`src/rtl/hls_loop_mon_pkg.sv`:
```
// Shared types for the HLS loop activity tracker: record kinds, module FSM states
// and the default counter width.
package hls_loop_mon_pkg;

  localparam int unsigned CNT_W_DEF = 32;

  typedef enum logic [1:0] {
    REC_NONE      = 2'd0,
    REC_MOD_DONE  = 2'd1,
    REC_LOOP_DONE = 2'd2
  } rec_kind_e;

  typedef enum logic {
    IDLE = 1'b0,
    BUSY = 1'b1
  } mod_state_e;

endpackage

```
`src/rtl/hls_loop_activity_tracker_iter_ts_fifo.sv`:
```
// Circular timestamp FIFO for in-flight loop iterations. Push and pop may coincide
// at any occupancy; on empty the pushed value is forwarded straight to the head.
module iter_ts_fifo #(
  parameter int unsigned DEPTH = 4,
  parameter int unsigned W     = 32
) (
  input  logic         clock,
  input  logic         reset,
  input  logic         push,
  input  logic         pop,
  input  logic [W-1:0] din,
  output logic [W-1:0] dout,
  output logic         full,
  output logic         empty
);

  localparam int unsigned AW = $clog2(DEPTH);

  logic [W-1:0]  mem [DEPTH];
  logic [AW-1:0] wr_ptr;
  logic [AW-1:0] rd_ptr;
  logic [AW:0]   count;
  logic          do_wr;
  logic          do_rd;

  assign full  = (count == (AW+1)'(DEPTH));
  assign empty = (count == '0);
  assign dout  = empty ? din : mem[rd_ptr];

  // Push+pop on empty bypasses storage; push on full only lands if a pop frees the slot.
  assign do_rd = pop && !empty;
  assign do_wr = push && (!full || pop) && !(empty && pop);

  always_ff @(posedge clock or negedge reset) begin
    if (!reset) begin
      wr_ptr <= '0;
      rd_ptr <= '0;
      count  <= '0;
      for (int unsigned i = 0; i < DEPTH; i++) mem[i] <= '0;
    end else begin
      if (do_wr) begin
        mem[wr_ptr] <= din;
        wr_ptr      <= wr_ptr + AW'(1);
      end
      if (do_rd) rd_ptr <= rd_ptr + AW'(1);
      case ({do_wr, do_rd})
        2'b10:   count <= count + (AW+1)'(1);
        2'b01:   count <= count - (AW+1)'(1);
        default: count <= count;
      endcase
    end
  end

endmodule

```
`src/rtl/hls_loop_activity_tracker.sv`:
```
// Passive tracker for one HLS kernel and its pipelined loop: cycle/event counters and
// latency records. Define LOOP_STALL_CNT_EN to enable the loop stall-cycle counter.
module hls_loop_activity_tracker
  import hls_loop_mon_pkg::*;
#(
  parameter int unsigned STATE_W  = 1,
  parameter int unsigned CNT_W    = CNT_W_DEF,
  parameter int unsigned TS_DEPTH = 4
) (
  input  logic               clock,
  input  logic               reset,
  input  logic               finish,
  input  logic               ap_start,
  input  logic               ap_ready,
  input  logic               ap_done,
  input  logic               ap_continue,
  input  logic [STATE_W-1:0] cur_state,
  input  logic [STATE_W-1:0] iter_start_state,
  input  logic [STATE_W-1:0] iter_end_state,
  input  logic [STATE_W-1:0] quit_state,
  input  logic               iter_start_block,
  input  logic               iter_end_block,
  input  logic               quit_block,
  input  logic               iter_start_enable,
  input  logic               iter_end_enable,
  input  logic               quit_enable,
  input  logic               loop_start,
  input  logic               loop_ready,
  input  logic               loop_done,
  input  logic               loop_continue,
  input  logic               quit_at_end,
  output logic [CNT_W-1:0]   cycle_cnt,
  output logic [CNT_W-1:0]   mod_txn_cnt,
  output logic [CNT_W-1:0]   mod_last_lat,
  output logic [CNT_W-1:0]   mod_last_ii,
  output logic [CNT_W-1:0]   iter_start_cnt,
  output logic [CNT_W-1:0]   iter_end_cnt,
  output logic [CNT_W-1:0]   iter_inflight,
  output logic [CNT_W-1:0]   iter_last_lat,
  output logic [CNT_W-1:0]   loop_txn_cnt,
  output logic               rec_valid,
  output logic [1:0]         rec_kind,
  output logic [CNT_W-1:0]   rec_lat,
  output logic [CNT_W-1:0]   rec_start,
  output logic [CNT_W-1:0]   stall_cycles
);

  mod_state_e       mod_state;
  logic [CNT_W-1:0] mod_start_ts;
  logic             mod_seen_start;
  logic             loop_active;
  logic [CNT_W-1:0] loop_start_ts;
  logic             hold_valid;
  logic [CNT_W-1:0] hold_lat;
  logic [CNT_W-1:0] hold_start;
  logic             ts_overflow;
  logic             ts_full;
  logic             ts_empty;
  logic [CNT_W-1:0] ts_head;

  logic istart, iend, quit, pop_hit;
  logic mod_done, mod_accept, loop_end, loop_accept;

  // ap_ready and loop_ready carry no information the tracker needs.
  logic unused_ready;
  assign unused_ready = ap_ready ^ loop_ready;

  assign istart  = (cur_state == iter_start_state) && iter_start_enable && !iter_start_block;
  assign iend    = (cur_state == iter_end_state) && iter_end_enable && !iter_end_block;
  assign quit    = (cur_state == quit_state) && quit_enable && !quit_block;
  assign pop_hit = iend && (!ts_empty || istart);

  assign mod_done    = (mod_state == BUSY) && ap_done && ap_continue;
  assign mod_accept  = ap_start && ((mod_state == IDLE) || mod_done);
  assign loop_end    = loop_active && ((loop_done && loop_continue) || (!quit_at_end && quit));
  assign loop_accept = loop_start && (!loop_active || loop_end);

  iter_ts_fifo #(.DEPTH(TS_DEPTH), .W(CNT_W)) u_ts_fifo (
    .clock (clock),
    .reset (reset),
    .push  (istart),
    .pop   (iend),
    .din   (cycle_cnt),
    .dout  (ts_head),
    .full  (ts_full),
    .empty (ts_empty)
  );

  always_ff @(posedge clock or negedge reset) begin
    if (!reset) begin
      cycle_cnt      <= '0;
      iter_start_cnt <= '0;
      iter_end_cnt   <= '0;
      iter_inflight  <= '0;
      iter_last_lat  <= '0;
      ts_overflow    <= 1'b0;
    end else begin
      if (!finish) cycle_cnt <= cycle_cnt + CNT_W'(1);
      if (istart) iter_start_cnt <= iter_start_cnt + CNT_W'(1);
      if (iend)   iter_end_cnt   <= iter_end_cnt + CNT_W'(1);
      if (istart && !iend)
        iter_inflight <= iter_inflight + CNT_W'(1);
      else if (iend && !istart && (iter_inflight != '0))
        iter_inflight <= iter_inflight - CNT_W'(1);
      if (pop_hit) iter_last_lat <= cycle_cnt - ts_head;
      ts_overflow <= ts_overflow | (istart && ts_full && !iend);
    end
  end

  // Done retires before a same-cycle start is accepted, so both may fire together.
  always_ff @(posedge clock or negedge reset) begin
    if (!reset) begin
      mod_state      <= IDLE;
      mod_start_ts   <= '0;
      mod_seen_start <= 1'b0;
      mod_txn_cnt    <= '0;
      mod_last_lat   <= '0;
      mod_last_ii    <= '0;
    end else begin
      if (mod_done) begin
        mod_txn_cnt  <= mod_txn_cnt + CNT_W'(1);
        mod_last_lat <= cycle_cnt - mod_start_ts;
      end
      if (mod_accept) begin
        mod_state      <= BUSY;
        mod_start_ts   <= cycle_cnt;
        mod_seen_start <= 1'b1;
        if (mod_seen_start) mod_last_ii <= cycle_cnt - mod_start_ts;
      end else if (mod_done) begin
        mod_state <= IDLE;
      end
    end
  end

  always_ff @(posedge clock or negedge reset) begin
    if (!reset) begin
      loop_active   <= 1'b0;
      loop_start_ts <= '0;
      loop_txn_cnt  <= '0;
      hold_valid    <= 1'b0;
      hold_lat      <= '0;
      hold_start    <= '0;
      rec_valid     <= 1'b0;
      rec_kind      <= REC_NONE;
      rec_lat       <= '0;
      rec_start     <= '0;
    end else begin
      if (loop_end) loop_txn_cnt <= loop_txn_cnt + CNT_W'(1);
      if (loop_accept) begin
        loop_active   <= 1'b1;
        loop_start_ts <= cycle_cnt;
      end else if (loop_end) begin
        loop_active <= 1'b0;
      end

      // A LOOP_DONE colliding with MOD_DONE waits one cycle in the hold slot.
      rec_valid <= 1'b0;
      if (mod_done) begin
        rec_valid <= 1'b1;
        rec_kind  <= REC_MOD_DONE;
        rec_lat   <= cycle_cnt - mod_start_ts;
        rec_start <= mod_start_ts;
        if (loop_end) begin
          hold_valid <= 1'b1;
          hold_lat   <= cycle_cnt - loop_start_ts;
          hold_start <= loop_start_ts;
        end
      end else if (hold_valid) begin
        rec_valid  <= 1'b1;
        rec_kind   <= REC_LOOP_DONE;
        rec_lat    <= hold_lat;
        rec_start  <= hold_start;
        hold_valid <= loop_end;
        if (loop_end) begin
          hold_lat   <= cycle_cnt - loop_start_ts;
          hold_start <= loop_start_ts;
        end
      end else if (loop_end) begin
        rec_valid <= 1'b1;
        rec_kind  <= REC_LOOP_DONE;
        rec_lat   <= cycle_cnt - loop_start_ts;
        rec_start <= loop_start_ts;
      end
    end
  end

`ifdef LOOP_STALL_CNT_EN
  always_ff @(posedge clock or negedge reset) begin
    if (!reset)
      stall_cycles <= '0;
    else if ((cur_state == iter_start_state) && iter_start_enable && iter_start_block)
      stall_cycles <= stall_cycles + CNT_W'(1);
  end
`else
  assign stall_cycles = '0;
`endif

endmodule

```
`config.mk`:
```
export PLATFORM = sky130hd
export DESIGN_NAME = hls_loop_activity_tracker
export DESIGN_NICKNAME = d
export VERILOG_FILES = /design/src/rtl/hls_loop_mon_pkg.sv /design/src/rtl/hls_loop_activity_tracker_iter_ts_fifo.sv /design/src/rtl/hls_loop_activity_tracker.sv
export SDC_FILE = /design/constraint.sdc
export NUM_CORES = 1
export LEC_CHECK = 0
export CORE_MARGIN = 2
export CORE_UTILIZATION = 31
export CTS_CLUSTER_SIZE = 16
export DETAILED_ROUTE_END_ITERATION = 8
export DONT_BUFFER_PORTS = 1
export GPL_TIMING_DRIVEN = 1
export PLACE_DENSITY = 0.51
export SLEW_MARGIN = 10
export SYNTH_ARGS = -nofsm -noshare
export SYNTH_HDL_FRONTEND = slang
export SYNTH_SLANG_ARGS = --single-unit
```
`constraint.sdc`:
```
create_clock -name clock -period 6.21 [get_ports clock]
set_input_delay 0.9315 -clock clock [delete_from_list [all_inputs] [get_ports clock]]
set_output_delay 0.9315 -clock clock [all_outputs]
set_load 0.02 [all_outputs]
```
==> impl_metrics.yaml <==
cells_and_area:
  largest_reg_flops: 128
  fillers: 10524
  syn2layout_area_growth_pct: 11.9
  regMostFlops: "u_ts_fifo.mem"
  drive_gt1_frac: 0.135
  fin_nets: 3287
  diodes: 0
  layoutNonFillerInstCount: 4564
  finalInstanceArea_um2: 36500
global_route:
  gr-total-overflow: 0
  grt_pass1_vias: 22727
  grtUsageTotal: 0.170
  grt_use_met2: 0.266
  gr-max-usage-layer: "met2"
  grt_max_degree: 426
  use_met1: 0.219
  antenna_found_initial: 1
  grt_pass1_wl_um: 142000
  met3_usage: 0.0564
sta:
  layout_min_cycle_time_ns: 4.70
  finalClockSkew_ns: 0.0404
  grt_setup_unrepaired: "false"
  final.setup.tns_ns: 0
  final_max_slew_viol_count: 109
  fin_crit_sh: 0.756
  finalSetupViolations: 0
  tightest_slew_ns: 1.70
  relSlewSlack: -0.132
  max_clock_freq_mhz: 213
  setup_slack_ns: 1.51
  hold_viol_final: 0
worst_setup_path:
  regToRegEndpoint: "iter_last_lat[28]"
  endpoint: "iter_last_lat[28]"
  worstPathArrival_ns: 5.21
  reg2reg_slack_ns: 1.51
  cp-start-kind: "register"
  worstPathRequired_ns: 6.73
  cp-end-kind: "register"
  ff2ff_path_depth: 15
  critPathLaunch: "u_ts_fifo.rd_ptr[0]"
  crit_fanout: 16
  crit_type: "reg -> reg"
  reg2reg_from: "u_ts_fifo.rd_ptr[0]"
pwr:
  p_per_area_nw_per_um2: 477
  power.total_mw: 17.4
  leakage_nw: 17.3
  vdd_drop_max_v: 0.000249
synthesis:
  synthArstFlopShare: 1.00
  muxShareOfSynthArea: 0.114
  synth_flop_cell: "dfrtp_1"
  ys_seq_elements: 622
  synth.top_cell.area_share: 0.477
  synth-simple-area-share: 0.119
  synth_adder_area_share: 0.0541
  ys_top_cells_by_area: "dfrtp_1 48%, mux2_2 7.0%, ha_1 5.1%"
  yosys.area.top_type: "dfrtp_1"
  ys_types: 75
  synthXorXnorAreaFrac: 0.0746
  synth_area_um2: 32600
  syn_area_per_cell_um2: 10.3
  yosys_warnings: 0
  synth_edf_count: 0
  synth_compound_area_frac: 0.123
  synth_top_family_by_area: "compound AO/OA/AOI/OAI gates"
  syn_inst: 3159
  yosysSeqAreaShare: 0.477
detailed_routing:
  detail_route.iter0.violations: 1365
  wl_per_cell_um: 20.1
  via_per_inst: 4.97
  drc: 0
  vias: 22698
  postRouteAntennaNets: 0
  dr.pass1.iters: 5
  wirelength_um: 91800
floorplanning:
  core_region_area_um2: 104000
  dieArea_um2: 108000
  die_w_um: 328
  io_pins: 409
  fp-row-count: 118
  chipHeight_um: 328
  start_util: 0.314
run_status:
  outcome: "finished, violations left"
  violations: "slew limit"
job:
  cap_violations: 0
clock_tree:
  tritoncts: "done"
  cts_root_buf: "clkbuf_16"
  clk_latency_ns: 0.66
  htree_levels: 3
  cts_buffers: 75
  cts.sink_count: 622
  cts_buffer_depth: 3
  clk_pin_slew_ns: 0.06
place:
  pre_cts_ws_ns: 1.24
  placed_area_um2: 34000
  placed_cells: 4423
  port_buffers: 0
  globalplace.congestion: 0.860
  place_hpwl_um: 63700
min_path:
  hold_path_class: "in -> async"
power by group:
| part | leakage, nW | internal (mW) | switching, mW |
|---|---|---|---|
| combinational | 7.84 | 2.62 | 3.78 |
| clock | 1.22 | 2.55 | 1.86 |
| sequential | 8.19 | 4.91 | 1.69 |
| total | 17.3 | 10.1 | 7.33 |
cell usage after synthesis (58+ instances only):
cell	n
mux2_2	202
o21ai_0	247
dfrtp_1	622
nor2_1	164
inv_1	106
and3_1	58
a21o_1	83
clkbuf_1	129
ha_1	133
xnor2_1	166
nand2_1	414
a21oi_1	170
xor2_1	112
mux2i_1	72
nand3_1	73
cells by family (layout without fill, tap and decap cells):
group,count (synthesis),count (layout)
muxes,306,306
xor gates and xnor gates,278,278
other,1,32
buffers and inverters,292,286
and+or+nand+nor,858,858
AOI/OAI and AO/OA,664,664
DFF,622,622
adders and majority gates,138,138
stage by stage:
step                hold WS, ns   util
floorplan                 0.436      -
global placement          0.456  0.327
detailed placement        0.462  0.327
CTS                     0.00110  0.351
global route            0.00361  0.351
finish                   0.0558  0.351
critical path, cell delays in order, from the launching register on:
cell,delay [ns]
dfrtp_2,0.35
buf_4,0.33
mux4_2,0.57
mux2_2,0.28
ha_1,0.20
fa_1,0.41
nor2b_1,0.12
o21ai_0,0.13
a21boi_0,0.30
o21ai_0,0.16
a21oi_1,0.27
nor2_1,0.17
o311ai_0,0.75
a21oi_1,0.23
mux2i_1,0.22
nand3_1,0.08
routing by layer:
layer | vias to the layer above | share of wire
met1 | 11191 | 0.45
li1 | 10937 | -
met3 | 112 | 0.081
met4 | 0 | 0.028
met5 | - | 0
met2 | 458 | 0.45
worst min-delay path by stage:
stage / from / end / slack [ns] / depth (start not counted)
2_1_floorplan: mod_seen_start / mod_seen_start / 0.44 / 1
3_3_place_gp: hold_lat[26] / hold_lat[26] / 0.46 / 2
3_5_place_dp: hold_lat[31] / hold_lat[31] / 0.46 / 2
4_1_cts: reset / mod_last_lat[9] / 0.001 / 0
5_1_grt: reset / mod_last_lat[9] / 0.004 / 0
6_report: reset / mod_txn_cnt[13] / 0.06 / 0
placed cells by master, fill, tap and decap left out, types with 8 or more instances in the layout:
cell,count
ha_1,133
nor2b_1,17
and4_1,9
mux2i_1,72
o21bai_1,17
o31ai_1,13
clkbuf_8,12
nor4_1,8
inv_1,106
nor2_1,163
a21oi_1,170
a31oi_1,16
a21boi_0,10
xnor2_1,166
nand3_1,71
clkbuf_1,11
clkbuf_16,75
o211ai_1,14
nand4_1,36
o21a_1,12
nand2_1,409
mux2_2,202
a21o_1,82
a211oi_1,13
xor2_1,112
buf_4,38
nand2b_1,15
clkinv_2,20
and2_1,9
mux4_2,32
nor3_1,18
dfrtp_1,620
o21ai_0,247
and3_1,57
nor3b_1,8
or3_1,10
conb_1,32
timing repair:
| action | 4_1_cts | 5_1_grt |
|---|---|---|
| hold buffers | 7 | 0 |
| gates resized for setup | 0 | 0 |
| endpoints found under the hold margin | 167 | 0 |
| setup buffers | 0 | 0 |
area by class of cell:
cell class / count / area [um2] / share of cell area
Inverter: 107 / 402 / 0.0110
Clock buffer: 98 / 2080 / 0.0570
Multi-Input combinational cell: 2276 / 16000 / 0.437
Clock inverter: 36 / 378 / 0.0103
Timing Repair Buffer: 45 / 383 / 0.0105
Tap cell: 1380 / 1730 / 0.0473
Sequential cell: 622 / 15600 / 0.426
Note: power is estimated with default switching activity, not from simulation.
